--- config.mk ---
export PLATFORM = sky130hd
export DESIGN_NAME = apb3_cmd_master_flat
export DESIGN_NICKNAME = d
export VERILOG_FILES = /design/src/rtl/apb3_cmd_master_if.sv /design/src/rtl/apb3_cmd_master.sv /design/src/flat_wrapper.sv
export SDC_FILE = /design/constraint.sdc
export NUM_CORES = 1
export LEC_CHECK = 0
export CORE_UTILIZATION = 35
export CTS_CLUSTER_SIZE = 25
export DETAILED_ROUTE_END_ITERATION = 10
export DONT_BUFFER_PORTS = 1
export HOLD_SLACK_MARGIN = 0.1
export SYNTH_ARGS = -nofsm -noshare
export SYNTH_HDL_FRONTEND = slang
export SYNTH_SLANG_ARGS = --single-unit
--- constraint.sdc ---
create_clock -name PCLK -period 3.09 [get_ports PCLK]
set_clock_uncertainty 0.05 [all_clocks]
set_input_delay 0.4635 -clock PCLK [delete_from_list [all_inputs] [get_ports PCLK]]
set_output_delay 0.4635 -clock PCLK [all_outputs]
set_load 0.1 [all_outputs]
--- src/rtl/apb3_cmd_master_if.sv ---
// apb3_cmd_master_if: command handshake, response and APB3 bus signals of the fabric APB initiator.
interface apb3_cmd_master_if #(
    parameter int ADDR_W = 32,
    parameter int DATA_W = 32
) ();
    logic              cmd_valid;
    logic              cmd_ready;
    logic              cmd_write;
    logic [ADDR_W-1:0] cmd_addr;
    logic [DATA_W-1:0] cmd_wdata;
    logic              rsp_valid;
    logic [DATA_W-1:0] rsp_rdata;
    logic              rsp_err;
    logic              rsp_timeout;
    logic              busy;
    logic              PSEL;
    logic              PENABLE;
    logic              PWRITE;
    logic [ADDR_W-1:0] PADDR;
    logic [DATA_W-1:0] PWDATA;
    logic              PREADY;
    logic              PSLVERR;
    logic [DATA_W-1:0] PRDATA;

    modport master (
        input  cmd_valid, cmd_write, cmd_addr, cmd_wdata, PREADY, PSLVERR, PRDATA,
        output cmd_ready, rsp_valid, rsp_rdata, rsp_err, rsp_timeout, busy,
               PSEL, PENABLE, PWRITE, PADDR, PWDATA
    );

    modport slave (
        output cmd_valid, cmd_write, cmd_addr, cmd_wdata, PREADY, PSLVERR, PRDATA,
        input  cmd_ready, rsp_valid, rsp_rdata, rsp_err, rsp_timeout, busy,
               PSEL, PENABLE, PWRITE, PADDR, PWDATA
    );
endinterface

--- src/rtl/apb3_cmd_master.sv ---
// apb3_cmd_master: turns one accepted command into one APB3 transfer with wait states, PSLVERR and a stall timeout.
module apb3_cmd_master #(
    parameter int ADDR_W  = 32,
    parameter int DATA_W  = 32,
    parameter int TO_W    = 8,
    parameter int TIMEOUT = 255
) (
    input logic               PCLK,
    input logic               PRESERN,
    apb3_cmd_master_if.master bus
);
    typedef enum logic [1:0] {IDLE, SETUP, ACCESS} state_t;

    state_t            state_q, state_d;
    logic [TO_W-1:0]   cnt_q, cnt_d;
    logic              psel_q, penable_q, pwrite_q;
    logic [ADDR_W-1:0] paddr_q;
    logic [DATA_W-1:0] pwdata_q, rdata_q;
    logic              rsp_valid_q, err_q, to_q;
    logic              accept, done, abort;

    assign accept = (state_q == IDLE) && bus.cmd_valid;

    always_comb begin
        state_d = state_q;
        cnt_d   = cnt_q;
        done    = 1'b0;
        abort   = 1'b0;
        case (state_q)
            IDLE: if (bus.cmd_valid) begin
                state_d = SETUP;
                cnt_d   = '0;
            end
            SETUP: state_d = ACCESS;
            ACCESS: if (bus.PREADY) begin
                done    = 1'b1;
                state_d = IDLE;
            end else begin
                cnt_d = cnt_q + TO_W'(1);
                // A zero TIMEOUT lets the counter wrap harmlessly and never aborts
                if (TIMEOUT != 0 && cnt_d == TO_W'(TIMEOUT)) begin
                    abort   = 1'b1;
                    state_d = IDLE;
                end
            end
            default: state_d = IDLE;
        endcase
    end

    always_ff @(posedge PCLK or negedge PRESERN) begin
        if (!PRESERN) begin
            state_q     <= IDLE;
            cnt_q       <= '0;
            psel_q      <= 1'b0;
            penable_q   <= 1'b0;
            pwrite_q    <= 1'b0;
            paddr_q     <= '0;
            pwdata_q    <= '0;
            rsp_valid_q <= 1'b0;
            rdata_q     <= '0;
            err_q       <= 1'b0;
            to_q        <= 1'b0;
        end else begin
            state_q     <= state_d;
            cnt_q       <= cnt_d;
            psel_q      <= state_d != IDLE;
            penable_q   <= state_d == ACCESS;
            rsp_valid_q <= done | abort;
            if (accept) begin
                pwrite_q <= bus.cmd_write;
                paddr_q  <= bus.cmd_addr;
                pwdata_q <= bus.cmd_wdata;
            end
            if (done | abort) begin
                rdata_q <= (done && !pwrite_q) ? bus.PRDATA : '0;
                err_q   <= abort | bus.PSLVERR;
                to_q    <= abort;
            end
        end
    end

    // Gated by reset so that every output reads 0 while PRESERN is low
    assign bus.cmd_ready   = PRESERN && (state_q == IDLE);
    assign bus.busy        = state_q != IDLE;
    assign bus.PSEL        = psel_q;
    assign bus.PENABLE     = penable_q;
    assign bus.PWRITE      = pwrite_q;
    assign bus.PADDR       = paddr_q;
    assign bus.PWDATA      = pwdata_q;
    assign bus.rsp_valid   = rsp_valid_q;
    assign bus.rsp_rdata   = rdata_q;
    assign bus.rsp_err     = err_q;
    assign bus.rsp_timeout = to_q;
endmodule

--- src/flat_wrapper.sv ---
// flat-port wrapper written by rule: the top's interface ports become plain ports
module apb3_cmd_master_flat 
#(
    parameter int ADDR_W  = 32,
    parameter int DATA_W  = 32,
    parameter int TO_W    = 8,
    parameter int TIMEOUT = 255
)
  (PCLK, PRESERN, bus_cmd_valid, bus_cmd_write, bus_cmd_addr, bus_cmd_wdata, bus_PREADY, bus_PSLVERR, bus_PRDATA, bus_cmd_ready, bus_rsp_valid, bus_rsp_rdata, bus_rsp_err, bus_rsp_timeout, bus_busy, bus_PSEL, bus_PENABLE, bus_PWRITE, bus_PADDR, bus_PWDATA);
  apb3_cmd_master_if #(.ADDR_W(ADDR_W), .DATA_W(DATA_W)) bus_i ();
  input logic PCLK;
  input logic PRESERN;
  input wire logic [$bits(bus_i.cmd_valid)-1:0] bus_cmd_valid;
  input wire logic [$bits(bus_i.cmd_write)-1:0] bus_cmd_write;
  input wire logic [$bits(bus_i.cmd_addr)-1:0] bus_cmd_addr;
  input wire logic [$bits(bus_i.cmd_wdata)-1:0] bus_cmd_wdata;
  input wire logic [$bits(bus_i.PREADY)-1:0] bus_PREADY;
  input wire logic [$bits(bus_i.PSLVERR)-1:0] bus_PSLVERR;
  input wire logic [$bits(bus_i.PRDATA)-1:0] bus_PRDATA;
  output wire logic [$bits(bus_i.cmd_ready)-1:0] bus_cmd_ready;
  output wire logic [$bits(bus_i.rsp_valid)-1:0] bus_rsp_valid;
  output wire logic [$bits(bus_i.rsp_rdata)-1:0] bus_rsp_rdata;
  output wire logic [$bits(bus_i.rsp_err)-1:0] bus_rsp_err;
  output wire logic [$bits(bus_i.rsp_timeout)-1:0] bus_rsp_timeout;
  output wire logic [$bits(bus_i.busy)-1:0] bus_busy;
  output wire logic [$bits(bus_i.PSEL)-1:0] bus_PSEL;
  output wire logic [$bits(bus_i.PENABLE)-1:0] bus_PENABLE;
  output wire logic [$bits(bus_i.PWRITE)-1:0] bus_PWRITE;
  output wire logic [$bits(bus_i.PADDR)-1:0] bus_PADDR;
  output wire logic [$bits(bus_i.PWDATA)-1:0] bus_PWDATA;
  assign bus_i.cmd_valid = bus_cmd_valid;
  assign bus_i.cmd_write = bus_cmd_write;
  assign bus_i.cmd_addr = bus_cmd_addr;
  assign bus_i.cmd_wdata = bus_cmd_wdata;
  assign bus_i.PREADY = bus_PREADY;
  assign bus_i.PSLVERR = bus_PSLVERR;
  assign bus_i.PRDATA = bus_PRDATA;
  assign bus_cmd_ready = bus_i.cmd_ready;
  assign bus_rsp_valid = bus_i.rsp_valid;
  assign bus_rsp_rdata = bus_i.rsp_rdata;
  assign bus_rsp_err = bus_i.rsp_err;
  assign bus_rsp_timeout = bus_i.rsp_timeout;
  assign bus_busy = bus_i.busy;
  assign bus_PSEL = bus_i.PSEL;
  assign bus_PENABLE = bus_i.PENABLE;
  assign bus_PWRITE = bus_i.PWRITE;
  assign bus_PADDR = bus_i.PADDR;
  assign bus_PWDATA = bus_i.PWDATA;
  apb3_cmd_master #(.ADDR_W(ADDR_W), .DATA_W(DATA_W), .TO_W(TO_W), .TIMEOUT(TIMEOUT)) u_core (.PCLK(PCLK), .PRESERN(PRESERN), .bus(bus_i));
endmodule
# Yosys cells after proc, flatten, opt, wreduce, memory -nomap -nowiden
# Cells that the tools add are included.
# word_totals
regBits	112
n_memories	0
romBits	0
mem_bits_rw	0
out_inout_bits	104
latch_bits	0
inputBits	102
# op_classes
n_div	0
n_mul	0
bitwise	2
reduce_logical	9
order_cmp	0
add_sub_neg	1
n_eq_ne	6
shift	0
mux	13
# ops
cell	count
32-bit two-way mux	1
8-bit two-way mux	2
8-bit one-hot mux with 2 select lines	1
8-bit by 1-bit adder with 8-bit output, second input constant	1
8-bit equality test, second input constant	1
2-bit two-way mux	3
2-bit one-hot mux with 3 select lines	1
2-bit nonzero test	3
1-bit two-way mux	5
2-bit equality test, second input constant	2
2-bit inequality test, second input constant	2
1-bit logical AND	3
3-bit AND reduction	1
2-bit by 1-bit equality test with 1-bit output, second input constant	1
2-bit logical NOT	1
1-bit OR	2
1-bit logical NOT	1

# Depth between registers and ports, before layout
# logic_depth
depth_word	6
ltp_mapped	7
ltp_nobuf	6

# Worst setup path after synthesis
# Ideal clock, no wire load.
# synth_path
path_kind	register -> register
start	register u_core.cnt_q[1]
end	register u_core.rdata_q[22] (netlist: u_core.bus.rsp_rdata[22])
path_buffers	1
period_less_slack_ns	1.961
t_arrival_ns	1.789
setup_slack_ns	1.129
stages_incl_launch_ff	8
t_required_ns	2.918
path_cell_list	dfrtp_1 ha_1 nand4_2 o32a_1 o21ai_4 a21boi_4 buf_6 a22o_1
# synth_via
elab_chain_len	6
# synth_rtl
item	line_no	source
start, declared	apb3_cmd_master.sv:15	logic [TO_W-1:0] cnt_q, cnt_d;
start signal, assigned	apb3_cmd_master.sv:65	cnt_q <= cnt_d;
8-bit by 1-bit adder with 8-bit output	apb3_cmd_master.sv:39	cnt_d = cnt_q + TO_W'(1);
8-bit equality test	apb3_cmd_master.sv:41	if (TIMEOUT != 0 && cnt_d == TO_W'(TIMEOUT)) begin
1-bit two-way mux	apb3_cmd_master.sv:41	
1-bit two-way mux	apb3_cmd_master.sv:35	ACCESS: if (bus.PREADY) begin
1-bit two-way mux	apb3_cmd_master.sv:29	case (state_q)
1-bit OR	apb3_cmd_master.sv:74	if (done | abort) begin
end signal, assigned	apb3_cmd_master.sv:75	rdata_q <= (done && !pwrite_q) ? bus.PRDATA : '0;
end, declared	apb3_cmd_master.sv:18	logic [DATA_W-1:0] pwdata_q, rdata_q;
# No other way between the ends.
# A chain may end at the register's enable or synchronous reset.

# Worst setup path in the final report
# layout_path
start	register u_core.cnt_q[1]
end	register u_core.rdata_q[4] (netlist: u_core.bus.rsp_rdata[4])
# Same word-level chain as after synthesis.

==> impl_metrics.json <==
{
  "max_stage_delay_ns": 0.45,
  "synth_top_area_share_pct": 64.2,
  "start_util_pct": 36.2,
  "path_clk_slew_ns": 0.07,
  "netlist_instances": 298,
  "row_count": 40,
  "synth_edf_count": 0,
  "finalCritPeriodShare_pct": 72.9,
  "setup-violations-final": 0,
  "clock.fmax_mhz": 444,
  "postSynthAreaPerCell_um2": 14.6,
  "antenna_found_initial": 0,
  "synthArstFlopShare_pct": 100,
  "hp-class": "input pin to async pin",
  "drc_errors": 0,
  "synthDistinctLibCells": 31,
  "pre_cts_ws_ns": 0.864,
  "clkLatencyLatePin_ns": 0.35,
  "port_buffers": 0,
  "drive_above_1_share_pct": 31.0,
  "ys.flop_type": "dfrtp_1",
  "cts_resized": 0,
  "cts.sinks": 112,
  "clockBufferDepth": 2,
  "final_area_um2": 4820,
  "n_antenna_cell": 0,
  "die_y_um": 114,
  "dpl_cell_area_um2": 4540,
  "synth_area_leader_cell": "dfrtp_1",
  "via_per_inst": 5.13,
  "netlist_top_cells_count": "dfrtp_1 (112), mux2_2 (65), a22o_1 (33), nand2_1 (18)",
  "maxCapViolCount": 0,
  "dpl.hpwl_um": 6050,
  "crit_slowest_cell": "dfrtp_1",
  "grt_pass1_wl_um": 13300,
  "synthMostInstantiatedCell": "dfrtp_1",
  "drt_pass1_iterations": 4,
  "ys_warn_count": 0,
  "core_area_um2": 12100,
  "wirelength_um": 8800,
  "worst_slew_margin_rel_pct": 37.0,
  "cp.required_ns": 3.27,
  "synth_area_um2": 4370,
  "io_pins": 206,
  "arrival_ns": 2.44,
  "tritoncts": "done",
  "grt_usage_pct": 13.7,
  "htreeDepth": 3,
  "drtIter0Drc": 124,
  "synth.yosys.seq_area_share_pct": 64.2,
  "finalSetupTns_ns": 0,
  "r2r_end": "u_core.bus.rsp_rdata[4]",
  "gp_congestion": 0.756,
  "r2r-start": "u_core.cnt_q[1]",
  "worstSetupEndpointType": "register",
  "run_status": "complete, but fails checks",
  "tightest_slew_ns": 0.945,
  "start_kind": "register",
  "timing.final.ws_setup_ns": 0.838,
  "crit_fanout": 33,
  "cts-buffers-inserted": 9,
  "rsz0062_at_grt": "no",
  "slew_viol_final": 0,
  "nets": 405,
  "die_area_um2": 12900,
  "synth.area.top_cells": "dfrtp_1 (64%), mux2_2 (17%), a22o_1 (6.6%), nand2_1 (1.5%), buf_2 (0.92%)",
  "final_antenna_net_count": 0,
  "hold_viol_final": 112,
  "cts_root_buf": "clkbuf_16",
  "reg2reg_depth": 7,
  "via_count": 2431,
  "routedWlPerCell_um": 18.6,
  "ys_seq_elements": 112,
  "cts_setup_buffers": 0,
  "r2r_slack_ns": 0.84,
  "timing.final.crit_period_ns": 2.25,
  "die_x_um": 114,
  "gr-total-overflow": 0,
  "grt_start_max_net_pins": 114,
  "worstSetupPathType": "register to register",
  "syn-num-nets": 402,
  "violations": "hold timing",
  "hold_slack_ns": -0.250,
  "cp_cell_sequence": "ha_1, nand4_2, o32a_1, o21ai_4, a21boi_4, buf_4, a22o_1",
  "area_growth_pct": 10.3,
  "grt_pass1_vias": 2541
}
-- cells by family after synthesis --
family,after synthesis,synth area share (%)
muxes,67,17.2
AOI/OAI and AO/OA,56,11.0
xor gates and xnor gates,1,0.201
buffers and inverters,20,2.46
DFF,112,64.2
adders and majority gates,2,0.573
and+or+nand+nor,40,4.33
-- how the worst max path moves through the flow --
stage	from	end	slack [ns]	cells after the start
2_1_floorplan	u_core.cnt_q[1]	u_core.bus.rsp_rdata[22]	1.13	7
3_3_place_gp	u_core.cnt_q[1]	u_core.bus.rsp_rdata[14]	0.92	7
3_5_place_dp	u_core.cnt_q[1]	u_core.bus.rsp_rdata[21]	0.86	7
4_1_cts	u_core.cnt_q[1]	u_core.bus.rsp_rdata[15]	0.86	7
5_1_grt	u_core.cnt_q[1]	u_core.bus.rsp_rdata[10]	0.70	7
6_report	u_core.cnt_q[1]	u_core.bus.rsp_rdata[4]	0.84	7
-- worst max-delay path, delay by kind of cell (launching register included) --
kind / cells / cell delay, ns
AO/OA/AOI/OAI: 4 / 0.88
adder cells (fa/ha/maj): 1 / 0.32
buffers and inverters: 1 / 0.24
flip-flops: 1 / 0.45
AND/OR/NAND/NOR: 1 / 0.16
-- layout make-up --
type / count / area (um^2)
clock inverter: 6 / 50.0
inverter: 6 / 22.5
sequential: 112 / 2800
timing repair buffer: 6 / 45.0
multi-input combinational: 166 / 1460
clock buffer: 10 / 229
fill: 1125 / 7240
tap: 168 / 210
-- sequential cells by signal, summed over array words and instances (netlist names), 2 cells and up --
signal                flops
u_core.cnt_q              8
u_core.bus.rsp_rdata     32
u_core.bus.PADDR         32
u_core.state_q            2
u_core.bus.PWDATA        32
-- layout by cell type (no fill, tap or decap) --
cell / instances
clkbuf_1: 1
clkbuf_16: 9
inv_6: 2
ha_1: 2
o2111ai_1: 1
inv_2: 2
and2_1: 4
a21o_2: 1
clkinv_4: 1
o31ai_1: 2
o21ai_0: 6
xnor2_1: 1
mux2_2: 65
nor2_1: 7
mux2i_1: 2
a32oi_2: 1
buf_4: 6
a211oi_4: 1
o21bai_1: 1
nand2b_1: 1
o21ai_4: 1
clkinvlp_4: 1
nand3_1: 5
o41ai_1: 1
nand2_1: 18
dfrtp_1: 112
a21oi_1: 5
nor2_2: 1
a22o_1: 33
a21boi_4: 1
nand4_2: 1
nand3b_1: 3
inv_1: 4
clkinv_2: 1
o22ai_1: 1
o32a_1: 1
inv_8: 1
-- per-stage QoR --
step	instances	util, %
finish	474	39.9
global route	474	39.9
CTS	474	39.9
detailed placement	458	37.6
global placement	458	37.6
floorplan	298	-
-- routing by layer --
metal	GRT usage [%]	up-vias	share of wire [%]
met1	15.4	1248	39
li1	-	1077	-
met5	0	-	0
met2	23.1	95	53
met4	8.33	0	1.9
met3	3.99	11	6.3
Power is left out: the tool's default activity adds up to more than one toggle a clock period on the data nets, which glitch-free logic cannot reach.
